`config.mk`:
```
export PLATFORM = sky130hd
export DESIGN_NAME = logic_arbiter_flat
export DESIGN_NICKNAME = d
export VERILOG_FILES = /design/src/rtl/logic_arbiter_if.sv /design/src/rtl/logic_arbiter.sv /design/src/flat_wrapper.sv
export SDC_FILE = /design/constraint.sdc
export NUM_CORES = 1
export LEC_CHECK = 0
export BUFFER_PORTS_ARGS = -buffer_cell sky130_fd_sc_hd__buf_4
export CAP_MARGIN = 20
export CORE_AREA = 2 2 65 55
export DETAILED_ROUTE_END_ITERATION = 6
export DIE_AREA = 0 0 67 57
export PLACE_DENSITY = 0.81
export SLEW_MARGIN = 20
export SYNTH_ARGS = -nofsm -noshare
export SYNTH_HDL_FRONTEND = slang
export SYNTH_SLANG_ARGS = --single-unit
```
`constraint.sdc`:
```
create_clock -name i_clk -period 1.8 [get_ports i_clk]
set_clock_uncertainty 0.1 [all_clocks]
set_input_delay 0 -clock i_clk [delete_from_list [all_inputs] [get_ports i_clk]]
set_output_delay 0 -clock i_clk [all_outputs]
set_load 0.02 [all_outputs]
```
`src/rtl/logic_arbiter_if.sv`:
```
// Requester / response bundle for logic_arbiter.
// master: requesters and consumer; slave: the arbiter.
interface logic_arbiter_if;
  logic       i_req0_valid;
  logic [7:0] i_req0_a;
  logic [7:0] i_req0_b;
  logic [1:0] i_req0_instr;
  logic       o_req0_ready;
  logic       i_req1_valid;
  logic [7:0] i_req1_a;
  logic [7:0] i_req1_b;
  logic [1:0] i_req1_instr;
  logic       o_req1_ready;
  logic       o_rsp_valid;
  logic [7:0] o_rsp_data;
  logic       o_rsp_id;
  logic       i_rsp_ready;
  logic       o_busy;

  modport master (
    output i_req0_valid, i_req0_a, i_req0_b, i_req0_instr,
    input  o_req0_ready,
    output i_req1_valid, i_req1_a, i_req1_b, i_req1_instr,
    input  o_req1_ready,
    input  o_rsp_valid, o_rsp_data, o_rsp_id,
    output i_rsp_ready,
    input  o_busy
  );

  modport slave (
    input  i_req0_valid, i_req0_a, i_req0_b, i_req0_instr,
    output o_req0_ready,
    input  i_req1_valid, i_req1_a, i_req1_b, i_req1_instr,
    output o_req1_ready,
    output o_rsp_valid, o_rsp_data, o_rsp_id,
    input  i_rsp_ready,
    output o_busy
  );
endinterface

```
`src/rtl/logic_arbiter.sv`:
```
// Two-requester arbiter sharing one bitwise logic_engine.
// Define LOGIC_ARBITER_FAIR_EN for round-robin, else req0 wins.
module logic_engine (
  input  logic [7:0] a_i,
  input  logic [7:0] b_i,
  input  logic [1:0] instr_i,
  output logic [7:0] y_o
);
  always_comb begin
    y_o = '0;
    unique case (instr_i)
      2'b00: y_o = a_i | b_i;
      2'b01: y_o = ~(a_i & b_i);
      2'b10: y_o = ~(a_i | b_i);
      2'b11: y_o = a_i & b_i;
      default: y_o = '0;
    endcase
  end
endmodule

module logic_arbiter (
  input logic          i_clk,
  input logic          i_rst_n,
  logic_arbiter_if.slave bus
);
  typedef enum logic [1:0] {
    IDLE = 2'd0,
    EXEC = 2'd1,
    RESP = 2'd2
  } state_e;

  state_e     state_q, state_d;
  logic [7:0] a_q, a_d;
  logic [7:0] b_q, b_d;
  logic [1:0] instr_q, instr_d;
  logic       id_q, id_d;
  logic [7:0] data_q, data_d;
  logic [7:0] eng_y;
  logic       v0, v1;
  logic       gnt0, gnt1;
  logic       rdy0, rdy1;
  logic       rsp_vld;

  assign v0 = bus.i_req0_valid;
  assign v1 = bus.i_req1_valid;

`ifdef LOGIC_ARBITER_FAIR_EN
  logic ptr_q, ptr_d;

  // On contention the requester not served last wins.
  assign gnt0 = v0 & (~v1 | ptr_q);
  assign gnt1 = v1 & (~v0 | ~ptr_q);

  always_comb begin
    ptr_d = ptr_q;
    if (state_q == IDLE && (gnt0 | gnt1))
      ptr_d = gnt1;
  end

  always_ff @(posedge i_clk or negedge i_rst_n) begin
    if (!i_rst_n) ptr_q <= 1'b1;
    else          ptr_q <= ptr_d;
  end
`else
  assign gnt0 = v0;
  assign gnt1 = v1 & ~v0;
`endif

  logic_engine u_eng (
    .a_i    (a_q),
    .b_i    (b_q),
    .instr_i(instr_q),
    .y_o    (eng_y)
  );

  always_comb begin
    state_d = state_q;
    a_d     = a_q;
    b_d     = b_q;
    instr_d = instr_q;
    id_d    = id_q;
    data_d  = data_q;
    rdy0    = 1'b0;
    rdy1    = 1'b0;
    rsp_vld = 1'b0;
    unique case (state_q)
      IDLE: begin
        rdy0 = gnt0;
        rdy1 = gnt1;
        if (gnt0 | gnt1) begin
          a_d     = gnt1 ? bus.i_req1_a : bus.i_req0_a;
          b_d     = gnt1 ? bus.i_req1_b : bus.i_req0_b;
          instr_d = gnt1 ? bus.i_req1_instr
                         : bus.i_req0_instr;
          id_d    = gnt1;
          state_d = EXEC;
        end
      end
      EXEC: begin
        data_d  = eng_y;
        state_d = RESP;
      end
      RESP: begin
        rsp_vld = 1'b1;
        if (bus.i_rsp_ready)
          state_d = IDLE;
      end
      default: state_d = IDLE;
    endcase
  end

  always_ff @(posedge i_clk or negedge i_rst_n) begin
    if (!i_rst_n) begin
      state_q <= IDLE;
      a_q     <= '0;
      b_q     <= '0;
      instr_q <= '0;
      id_q    <= 1'b0;
      data_q  <= '0;
    end else begin
      state_q <= state_d;
      a_q     <= a_d;
      b_q     <= b_d;
      instr_q <= instr_d;
      id_q    <= id_d;
      data_q  <= data_d;
    end
  end

  assign bus.o_req0_ready = rdy0;
  assign bus.o_req1_ready = rdy1;
  assign bus.o_rsp_valid  = rsp_vld;
  assign bus.o_rsp_data   = data_q;
  assign bus.o_rsp_id     = id_q;
  assign bus.o_busy       = (state_q != IDLE);
endmodule

```
`src/flat_wrapper.sv`:
```
// flat-port wrapper written by rule: the top's interface ports become plain ports
module logic_arbiter_flat 
  (i_clk, i_rst_n, bus_i_req0_valid, bus_i_req0_a, bus_i_req0_b, bus_i_req0_instr, bus_o_req0_ready, bus_i_req1_valid, bus_i_req1_a, bus_i_req1_b, bus_i_req1_instr, bus_o_req1_ready, bus_o_rsp_valid, bus_o_rsp_data, bus_o_rsp_id, bus_i_rsp_ready, bus_o_busy);
  logic_arbiter_if bus_i ();
  input logic i_clk;
  input logic i_rst_n;
  input wire logic [$bits(bus_i.i_req0_valid)-1:0] bus_i_req0_valid;
  input wire logic [$bits(bus_i.i_req0_a)-1:0] bus_i_req0_a;
  input wire logic [$bits(bus_i.i_req0_b)-1:0] bus_i_req0_b;
  input wire logic [$bits(bus_i.i_req0_instr)-1:0] bus_i_req0_instr;
  output wire logic [$bits(bus_i.o_req0_ready)-1:0] bus_o_req0_ready;
  input wire logic [$bits(bus_i.i_req1_valid)-1:0] bus_i_req1_valid;
  input wire logic [$bits(bus_i.i_req1_a)-1:0] bus_i_req1_a;
  input wire logic [$bits(bus_i.i_req1_b)-1:0] bus_i_req1_b;
  input wire logic [$bits(bus_i.i_req1_instr)-1:0] bus_i_req1_instr;
  output wire logic [$bits(bus_i.o_req1_ready)-1:0] bus_o_req1_ready;
  output wire logic [$bits(bus_i.o_rsp_valid)-1:0] bus_o_rsp_valid;
  output wire logic [$bits(bus_i.o_rsp_data)-1:0] bus_o_rsp_data;
  output wire logic [$bits(bus_i.o_rsp_id)-1:0] bus_o_rsp_id;
  input wire logic [$bits(bus_i.i_rsp_ready)-1:0] bus_i_rsp_ready;
  output wire logic [$bits(bus_i.o_busy)-1:0] bus_o_busy;
  assign bus_i.i_req0_valid = bus_i_req0_valid;
  assign bus_i.i_req0_a = bus_i_req0_a;
  assign bus_i.i_req0_b = bus_i_req0_b;
  assign bus_i.i_req0_instr = bus_i_req0_instr;
  assign bus_o_req0_ready = bus_i.o_req0_ready;
  assign bus_i.i_req1_valid = bus_i_req1_valid;
  assign bus_i.i_req1_a = bus_i_req1_a;
  assign bus_i.i_req1_b = bus_i_req1_b;
  assign bus_i.i_req1_instr = bus_i_req1_instr;
  assign bus_o_req1_ready = bus_i.o_req1_ready;
  assign bus_o_rsp_valid = bus_i.o_rsp_valid;
  assign bus_o_rsp_data = bus_i.o_rsp_data;
  assign bus_o_rsp_id = bus_i.o_rsp_id;
  assign bus_i.i_rsp_ready = bus_i_rsp_ready;
  assign bus_o_busy = bus_i.o_busy;
  logic_arbiter u_core (.i_clk(i_clk), .i_rst_n(i_rst_n), .bus(bus_i));
endmodule
```
Yosys cells after proc, flatten, opt, wreduce, memory -nomap -nowiden
Index checks and enable logic that the tools add are counted.
- bits in registers: 29
- logic and storage cells: 35
- equality and inequality tests: 7
- muxes and demuxes: 10
- bitwise logic cells: 7
- reductions and logical operators: 5
- operator list (kind ; number):
    $pmux 8 s4 ; 1
    $mux 8 ; 2
    $not 8->8 ; 2
    $and 8x8->8 ; 1
    $or 8x8->8 ; 1
    $eq 2x2->1 const B ; 3
    $mux 2 ; 3
    $pmux 2 s3 ; 1
    $eq 2x1->1 const B ; 2
    $logic_not 2->1 ; 2
    $reduce_and 2->1 ; 2
    $mux 1 ; 3
    $ne 2x1->1 const B ; 1
    $ne 2x2->1 const B ; 1
    $reduce_bool 2->1 ; 1
    $and 1x1->1 ; 1
    $not 1->1 ; 1
    $or 1x1->1 ; 1

Depth between registers and ports, before layout
Gate-level depths: netlist (run 1).
- depth in word-level cells: 5
- mapped depth: 5
- depth with buffers taken out: 4

Hierarchy
Synthesis (run 1) repeated with hierarchy kept, for this count alone.
- cells, all modules: 124
- area total of the unflattened synthesis: 1617.8 um^2
- by module, submodules not included (module ; times used ; cells an instance ; area an instance (um^2)):
    logic_arbiter ; 1 ; 90 ; 1405.1
    logic_engine ; 1 ; 34 ; 212.7

Least setup slack after synthesis (run 1)
OpenSTA, ideal clock, no wires.
- path kind: register to register
- start point: register u_core.state_q[0]
- end point: register u_core.b_q[0]
- library setup time: 96 ps
- data arrival time: 1274 ps
- slack: 330 ps
- cell stages (with the launch flop): 5
- buffers on the path: 1
- path through: dfrtp_1 nor3b_4 buf_4 o22ai_1 o31ai_1
- word-level cells in the longest chain between the ends: 2
- RTL lines (item ; line ; source):
    start, declared ; logic_arbiter.sv:32 ; state_e state_q, state_d;
    start signal, assigned ; logic_arbiter.sv:121 ; state_q <= state_d;
    $logic_not 2->1 ; logic_arbiter.sv:86 ; unique case (state_q)
    $reduce_and 2->1 (no source line) ; n/a ;
    end signal, assigned ; logic_arbiter.sv:116 ; b_q <= '0;
    end signal, assigned ; logic_arbiter.sv:123 ; b_q <= b_d;
    end, declared ; logic_arbiter.sv:34 ; logic [7:0] b_q, b_d;
Every way passes these cells.
A chain may end at the register's enable or synchronous reset.

Worst setup path after layout (run 1)
- start point: register u_core.state_q[0]
- end point: output bus_o_busy
- word-level cells in the longest chain between the ends: 1
- RTL lines (item ; line ; source):
    $reduce_bool 2->1 ; logic_arbiter.sv:135 ; assign bus.o_busy = (state_q != IDLE);
    end, declared ; flat_wrapper.sv:21 ; output wire logic [$bits(bus_i.o_busy)-1:0] bus_o_busy;
Every way passes these cells.

==> impl_metrics.py, run 1 <==
metrics = {
    "run_status": {
        "status": "completed",
    },
    "logic_synthesis": {
        "async_flop_share": 1.00,
        "syn-num-nets": 197,
        "ys.flop_type": "dfrtp_1",
        "yosysWarnings": 0,
        "synth-seq-cells": 29,
        "syn_inst": 156,
        "synth_edf_count": 0,
        "avgSynthCellArea_sq_um": 9.49,
        "synth_area_sq_um": 1480,
        "ys_types": 27,
        "yosysSeqAreaShare": 0.490,
    },
    "timing": {
        "rsz0062_at_grt": "false",
        "fmax_ghz": 0.620,
        "relSlewSlack": 0.730,
        "post-route-period-util": 0.896,
        "finalCriticalPeriod_ps": 1610,
        "hold_violations": 0,
        "setup_viol": 0,
        "tns_ps": 0,
        "drv_slew": 0,
        "tightest_slew_ps": 406,
    },
    "clock_network": {
        "clk_pin_slew_ps": 60,
        "tritoncts": "yes",
        "cts_buffers": 5,
        "worstSkewPairLatency_ps": 280,
        "cts-root-buf": "clkbuf_8",
        "cts_max_level": 2,
        "cts_buffer_depth": 2,
        "cts_sinks": 29,
    },
    "hold_path": {
        "hold_end": "u_core.a_q[4]",
        "min_from": "bus_i_req0_a[4]",
        "whs_path_depth": 3,
        "worst_hold_path_type": "in -> reg",
    },
    "die": {
        "core_sq_um": 3230,
        "pin_count": 54,
        "die_area_sq_um": 3820,
        "rows": 19,
        "die_h_microns": 57,
        "start_util": 0.458,
        "die_x_microns": 67,
    },
    "setup_path": {
        "required_ps": 1700,
        "r2r_end": "u_core.b_q[4]",
        "critPathMostFrequentCell": "buf_4",
        "path_depth": 4,
        "rr_worst_depth": 4,
        "r2r_slack_ps": 210,
        "start_kind": "flip-flop",
        "slowest_stage": "dfrtp_1",
        "cpPeakStageDelay_ps": 460,
        "rr_startpoint": "u_core.state_q[0]",
        "cp_max_fo": 35,
        "path_class": "reg -> out",
        "worstPathArrival_ps": 1510,
        "timing.critical_path.buf_inv": 3,
        "cp_top_family": "buffers and inverters",
        "endpoint_kind": "output port",
        "crit_chain": "nor2_1 > inv_2 > buf_4 > buf_4",
    },
    "route": {
        "drc": 0,
        "ant_nets": 0,
        "drt_wl_total_mm": 4.14,
        "drtPass1Iterations": 4,
        "routed_via_density": 5.40,
        "vias": 1517,
        "drt-initial-drc-count": 109,
        "wl_per_cell_microns": 14.7,
    },
    "layout": {
        "final_nets": 280,
        "drive_gt1_frac": 0.289,
        "diodes": 0,
        "layout.cells.non_filler": 281,
        "syn_to_final_growth_pct": 55.2,
    },
    "placed_design": {
        "dp_hpwl_mm": 2.47,
        "globalplace.congestion": 0.796,
        "numPortBuffers": 53,
        "dp_cells": 244,
    },
    "flow_run": {
        "maxCapViolCount": 0,
    },
    "power": {
        "vdd.ir_drop.worst_mv": 0.891,
        "p_leak_uw": 0.00106,
        "p_per_area_nw_per_um2": 1410,
    },
    "global_route": {
        "grt_pass1_vias": 1444,
        "grt_pass1_wl_mm": 6.84,
        "grt_max_degree": 36,
        "grtUsageTotal": 0.249,
        "antenna_found_initial": 0,
        "grt_overflow": 0,
    },
}
[worst reg2reg max path: stages, from the launching register on]
cell and delay, ps:
dfrtp_1 460, nor2_1 280, inv_2 60, nor2_1 200, mux2_2 370
[area by class of cell]
type / count / area [sq um]
fill: 243 / 936
timing repair buffer: 88 / 736
sequential: 29 / 726
multi-input combinational: 113 / 689
clock buffer: 7 / 86.3
tap: 42 / 52.6
inverter: 2 / 7.51
[state kept, by name (all words and copies together), names as in the netlist]
register / flops
u_core.bus.o_rsp_id: 1
u_core.bus.o_rsp_data: 8
u_core.a_q: 8
u_core.state_q: 2
u_core.instr_q: 2
u_core.b_q: 8
[timing repair]
item                                    CTS  global route
hold buffers                             30             0
endpoints found under the setup margin    0             0
gates resized for setup                   0             0
endpoints found under the hold margin    48             0
setup buffers                             0             0
[cells in the mapped netlist (3+ instances only)]
master | number | area, sq um
and3_1 | 8 | 50.1
or4_1 | 8 | 60.1
dfrtp_1 | 29 | 726
o21ai_1 | 12 | 60.1
nand3_1 | 8 | 40.0
o21ai_0 | 14 | 70.1
buf_2 | 3 | 15.0
nor3_1 | 8 | 40.0
nand2_1 | 8 | 30.0
clkbuf_1 | 6 | 22.5
o22ai_1 | 17 | 106
o31ai_1 | 17 | 128
nor2_1 | 4 | 15.0
[through the flow]
step / setup WS [ps] / total power, uW / instance area [sq um] / util / hold WS, ps
floorplan: 330 / 2170 / 1480 / - / -396
global placement: 344 / 2600 / 1910 / 0.591 / -167
detailed placement: 256 / 2640 / 1910 / 0.591 / -166
CTS: 204 / 3220 / 2300 / 0.711 / 4.13
global route: 108 / 3500 / 2300 / 0.711 / 21.7
finish: 187 / 3230 / 2300 / 0.711 / 2.21
[worst max path at each step]
stage / start / endpoint / slack, ps
after floorplan: u_core.state_q[0] / u_core.b_q[0] / 330
after global placement: u_core.instr_q[0] / u_core.bus.o_rsp_data[1] / 340
after detailed placement: u_core.state_q[0] / u_core.a_q[0] / 260
after CTS: u_core.state_q[0] / bus_o_busy / 200
after global routing: u_core.state_q[0] / u_core.b_q[7] / 110
final: u_core.state_q[0] / bus_o_busy / 190
[routing by layer]
metal	global-route usage	vias up	routed length, microns
li1	-	772	-
met1	0.319	672	1870
met2	0.375	60	1880
met3	0.0730	13	264
met4	0.146	0	129
met5	0	-	0
[power breakdown]
group | leakage, uW | switching, uW | internal [uW] | total, uW
sequential | 0.000361 | 282 | 964 | 1250
clock | 0.0000443 | 224 | 302 | 527
combinational | 0.000656 | 790 | 672 | 1460
total | 0.00106 | 1300 | 1940 | 3230
[placed cells by master (no fill, tap or decap), drive strengths merged]
master	n
mux2	2
nand3	8
buf	58
and3	8
o21ai	26
and2	1
nand2	8
or4	8
nand2b	2
inv	2
o22ai	17
and3b	1
nor3	8
nor2	4
a21oi	1
nor3b	1
dlygate4sd3	30
clkbuf	7
dfrtp	29
o31ai	17
nor2b	1
[cells by family after synthesis]
family | after synthesis | share of synthesized area
multiplexers | 2 | 0.0152
AND/OR/NAND/NOR | 50 | 0.200
buffers and inverters | 14 | 0.0456
AO/OA/AOI/OAI | 61 | 0.249
flip-flops | 29 | 0.490
No activity file was read; power rests on OpenSTA's default activity.
==> inputs of run 2 (changes only) <==
REMOVE_ABC_BUFFERS = 1   (was unset)
==> impl_metrics.py, run 2 (same netlist as run 1, synthesis figures left out) <==
metrics = {
    "power": {
        "power.share.clock": 0.160,
        "vdd.ir_drop.worst_mv": 0.906,
        "p_leak_uw": 0.00105,
        "p_seq_frac": 0.379,
        "internal_power_uw": 1960,
        "p_per_area_nw_per_um2": 1440,
        "comb_power_share": 0.461,
        "sw_frac_of_total": 0.399,
        "p_sw_uw": 1300,
    },
    "timing": {
        "hold_violations": 0,
        "setup_viol": 0,
        "post-route-period-util": 0.869,
        "tns_ps": 0,
        "fmax_ghz": 0.639,
        "tightest_slew_ps": 444,
        "finalCriticalPeriod_ps": 1560,
        "drv_slew": 0,
        "rsz0062_at_grt": "false",
        "relSlewSlack": 0.704,
    },
    "route": {
        "maxUsedRoutingLayer": "met4",
        "wl_met1_mm": 1.67,
        "drt-initial-drc-count": 66,
        "dr_wl_met2_mm": 2.05,
        "vias": 1526,
        "drt_wl_total_mm": 3.92,
        "dr_wl_met3_microns": 146,
        "ant_nets": 0,
        "drc": 0,
        "wl_per_cell_microns": 14.1,
        "routed_via_density": 5.49,
        "drtPass1Iterations": 4,
    },
    "clock_network": {
        "worstSkewPairLatency_ps": 270,
        "cts_setup_buffers": 0,
        "cts_buffer_depth": 2,
        "clk_pin_slew_ps": 60,
        "cts-root-buf": "clkbuf_8",
        "cts_buffers": 5,
        "cts_max_level": 2,
        "cts_resized": 0,
        "hold_buffers": 25,
        "tritoncts": "yes",
        "cts_sinks": 29,
    },
    "setup_path": {
        "r2r_end": "u_core.b_q[7]",
        "start_kind": "flip-flop",
        "worstPathArrival_ps": 1600,
        "r2r_slack_ps": 240,
        "cpPeakStageDelay_ps": 460,
        "cp_max_fo": 16,
        "crit_chain": "nor2_1 > inv_2 > buf_4 > o21ai_0 > o31ai_1",
        "rr_worst_depth": 5,
        "path_class": "reg -> reg",
        "slowest_stage": "dfrtp_1",
        "rr_startpoint": "u_core.state_q[0]",
        "required_ps": 1830,
        "endpoint_kind": "flip-flop",
    },
    "hold_path": {
        "min_from": "bus_i_req0_a[5]",
        "worst_hold_path_type": "in -> reg",
        "whs_path_depth": 3,
        "hold_end": "u_core.a_q[5]",
    },
    "layout": {
        "layout.cells.non_filler": 278,
        "drive_gt1_frac": 0.301,
        "layout_commonest_cell": "buf_4",
        "diodes": 0,
        "final_nets": 277,
        "syn_to_final_growth_pct": 52.8,
        "final_cell_mix": "60 x buf_4, 29 x dfrtp_1, 25 x dlygate4sd3_1",
        "fillers": 251,
        "final_area_sq_um": 2260,
    },
    "die": {
        "pin_count": 54,
        "die_x_microns": 67,
        "start_util": 0.458,
        "rows": 19,
        "die_area_sq_um": 3820,
        "core_sq_um": 3230,
        "die_h_microns": 57,
    },
    "global_route": {
        "grt_pass1_wl_mm": 6.39,
        "antenna_found_initial": 0,
        "grt_max_degree": 30,
        "grt_overflow": 0,
        "grtUsageTotal": 0.223,
        "grt_pass1_vias": 1432,
    },
    "flow_run": {
        "maxCapViolCount": 0,
    },
    "placed_design": {
        "numPortBuffers": 53,
        "dpl_cell_area_sq_um": 1930,
        "globalplace.congestion": 0.770,
        "dp_cells": 246,
        "dp_hpwl_mm": 2.41,
    },
    "run_status": {
        "status": "completed",
    },
}
run 2: worst max-delay path, delay by kind of cell (launching register included):
family                 cells  cell delay (ps)
and+or+nand+nor            1              240
AOI/OAI and AO/OA          2              370
buffers and inverters      2              260
DFF                        1              460
run 2: how the worst max path moves through the flow:
stage	to	depth (start not counted)	slack (ps)	startpoint
final	u_core.b_q[7]	5	240	u_core.state_q[0]
after global routing	u_core.b_q[7]	5	120	u_core.state_q[0]
after CTS	u_core.b_q[7]	5	220	u_core.state_q[0]
after detailed placement	u_core.bus.o_rsp_data[1]	3	290	u_core.instr_q[0]
after global placement	u_core.bus.o_rsp_data[1]	3	330	u_core.instr_q[0]
after floorplan	u_core.b_q[4]	3	20	bus_i_req1_valid
run 2: through the flow:
step | hold slack [ps] | setup slack, ps | total power [uW] | utilization
after CTS | 0.569 | 224 | 3260 | 0.700
after floorplan | -396 | 16.0 | 2100 | -
after detailed placement | -162 | 288 | 2680 | 0.596
after global placement | -164 | 327 | 2640 | 0.596
after global routing | 14.5 | 124 | 3500 | 0.700
final | 0.381 | 236 | 3260 | 0.700
run 2: cell type report:
class	count	area [sq um]	area share
Tap cell	42	52.6	0.0232
Sequential cell	29	726	0.321
Timing Repair Buffer	85	701	0.310
Inverter	2	7.51	0.00332
Multi-Input combinational cell	113	689	0.305
Clock buffer	7	86.3	0.0382
run 2: power by group through the flow:
stage	combinational [uW]	clock (uW)	sequential (uW)
after floorplan	801	0	1300
final	1500	521	1240
after CTS	1500	528	1230
after detailed placement	1440	0	1240
after global routing	1660	563	1280
after global placement	1410	0	1220
run 2: per-layer routing:
layer | vias up | global-route usage
li1 | 757 | -
met4 | 0 | 0.0787
met3 | 6 | 0.0493
met1 | 724 | 0.278
met5 | - | 0
met2 | 39 | 0.379
==> inputs of run 3 (changes only) <==
CORE_AREA = 2 2 67 56   (was 2 2 65 55)
DIE_AREA = 0 0 69 58   (was 0 0 67 57)
PLACE_DENSITY = 0.83   (was 0.81)
SYNTH_HIERARCHICAL = 1   (was unset)
==> impl_metrics.py, run 3 <==
metrics = {
    "die": {
        "die_area_sq_um": 4000,
        "die_x_microns": 69,
        "core_sq_um": 3330,
        "die_h_microns": 58,
        "rows": 19,
        "start_util": 0.486,
        "pin_count": 54,
    },
    "logic_synthesis": {
        "async_flop_share": 1.00,
        "yosysTopAreaCell": "dfrtp_1",
        "synth_edf_count": 0,
        "yosysWarnings": 6,
        "avgSynthCellArea_sq_um": 13.0,
        "yosys-top-cells-count": "29 x dfrtp_1, 26 x mux2_2, 18 x mux2_4",
        "ys_types": 20,
        "yosys-top-cells-area": "dfrtp_1 45%, mux2_2 18%, mux2_4 17%",
        "synth-seq-cells": 29,
        "synth_top_area_share": 0.449,
        "yosysSeqAreaShare": 0.449,
        "synth_area_sq_um": 1620,
        "yosysMostFrequentCell": "dfrtp_1",
        "syn_inst": 124,
        "ys.flop_type": "dfrtp_1",
    },
    "global_route": {
        "grt_max_degree": 30,
        "grt_use_met2": 0.360,
        "grt_pass1_vias": 1374,
        "grt_overflow": 0,
        "grt-busiest-layer": "met2",
        "antenna_found_initial": 0,
        "grt_util_met3": 0.0400,
        "grt_pass1_wl_mm": 6.15,
        "grtUsageTotal": 0.200,
        "globalRouteMet1Util": 0.237,
    },
    "clock_network": {
        "cts_buffers": 5,
        "worstSkewPairLatency_ps": 280,
        "cts-root-buf": "clkbuf_8",
        "cts_sinks": 29,
        "clk_pin_slew_ps": 60,
        "cts_buffer_depth": 2,
        "cts_max_level": 2,
        "tritoncts": "yes",
    },
    "timing": {
        "whs_ps": 2.72,
        "rsz0062_at_grt": "false",
        "relSlewSlack": 0.703,
        "tns_ps": 0,
        "drv_slew": 0,
        "setup_viol": 0,
        "finalCriticalPeriod_ps": 1730,
        "hold_violations": 0,
        "post-route-period-util": 0.960,
        "fmax_ghz": 0.579,
        "tightest_slew_ps": 446,
    },
    "setup_path": {
        "start_kind": "flip-flop",
        "endpoint_kind": "flip-flop",
        "rr_worst_depth": 4,
        "path_class": "reg -> reg",
        "r2r_slack_ps": 70,
        "r2r_end": "u_core/bus.o_rsp_data[0]",
        "cp_max_fo": 17,
        "crit_start": "u_core/instr_q[0]",
        "cp-endpoint": "u_core/bus.o_rsp_data[0]",
        "rr_startpoint": "u_core/instr_q[0]",
        "required_ps": 1860,
        "worstPathArrival_ps": 1790,
    },
    "hold_path": {
        "min_from": "bus_i_req1_b[2]",
        "worst_hold_path_type": "in -> reg",
    },
    "route": {
        "vias": 1289,
        "wl_per_cell_microns": 13.9,
        "routed_via_density": 4.96,
        "drc": 0,
        "drtPass1Iterations": 4,
        "drt-initial-drc-count": 16,
        "drt_wl_total_mm": 3.61,
        "ant_nets": 0,
    },
    "placed_design": {
        "globalplace.congestion": 0.794,
        "dp_hpwl_mm": 2.41,
        "numPortBuffers": 53,
        "dp_cells": 215,
    },
    "run_status": {
        "status": "completed",
    },
    "layout": {
        "layout_commonest_cell": "buf_4",
        "diodes": 0,
        "final_cell_mix": "55 x buf_4, 38 x dlygate4sd3_1, 28 x dfrtp_1",
        "final_nets": 259,
        "layout.cells.non_filler": 260,
        "drive_gt1_frac": 0.523,
        "syn_to_final_growth_pct": 54.7,
        "fin_util": 0.752,
    },
    "flow_run": {
        "maxCapViolCount": 0,
    },
    "power": {
        "vdd.ir_drop.worst_mv": 0.897,
        "fin_total_pwr_uw": 3670,
        "p_leak_uw": 0.00119,
        "p_per_area_nw_per_um2": 1470,
    },
}
-- run 3: cell types whose count changed after synthesis, sizes merged, moves of 17 or more --
cell	delta
o22ai	-17
o31ai	-17
o21ai	-25
mux2	+42
-- run 3: kinds of logic (layout without fill, tap and decap cells) --
group,after synthesis,count (layout),share of synthesized area
buf+inv,9,103,0.0472
simple gates,31,31,0.102
xor+xnor,8,8,0.0433
flops,29,29,0.449
mux,44,44,0.348
compound gates,3,3,0.0108
-- run 3: worst min path at each step --
stage,end,slack [ps],cells past startpoint
after floorplan,u_core/a_q[0],-400,0
after global placement,u_core/bus.o_rsp_id,-160,1
after detailed placement,u_core/bus.o_rsp_id,-160,1
after CTS,u_core/b_q[2],0.8,3
after global routing,u_core/b_q[2],10,3
final,u_core/b_q[2],3,3
-- run 3: routing by layer --
layer | vias up | wire [microns]
met5 | - | 0
met2 | 50 | 1860
met1 | 616 | 1500
li1 | 615 | -
met3 | 8 | 189
met4 | 0 | 66
-- run 3: critical path, stage by stage, from the launching register on --
cell	delay, ps
dfrtp_2	510
or3_2	520
nand2_1	100
xnor2_1	80
mux2_2	290
-- run 3: final cells by class --
cell class,instances,area [sq um]
fillers,228,826
multi-input cells,86,816
repair buffers,94,813
flip-flops and latches,29,727
clock buffers,7,86.3
well taps,42,52.6
inverters,2,7.51
-- run 3: timing repair --
| item | in CTS | in global routing |
|---|---|---|
| buffers inserted | 0 | 0 |
| resized for setup | 0 | 1 |
| setup endpoints to repair | 0 | 6 |
| endpoints found under the hold margin | 48 | 0 |
| hold buffers | 38 | 0 |
-- run 3: stage by stage --
step           area (sq um)  worst slack, ps
2_1_floorplan          1550            -3.28
3_3_place_gp           2030              149
3_5_place_dp           2030             15.4
4_1_cts                2500             4.25
5_1_grt                2500             22.2
6_report               2500             72.6
-- run 3: report_power, final --
group / switching (uW) / internal (uW) / total (uW)
clock: 232 / 302 / 534
sequential: 325 / 1000 / 1330
combinational: 728 / 1080 / 1810
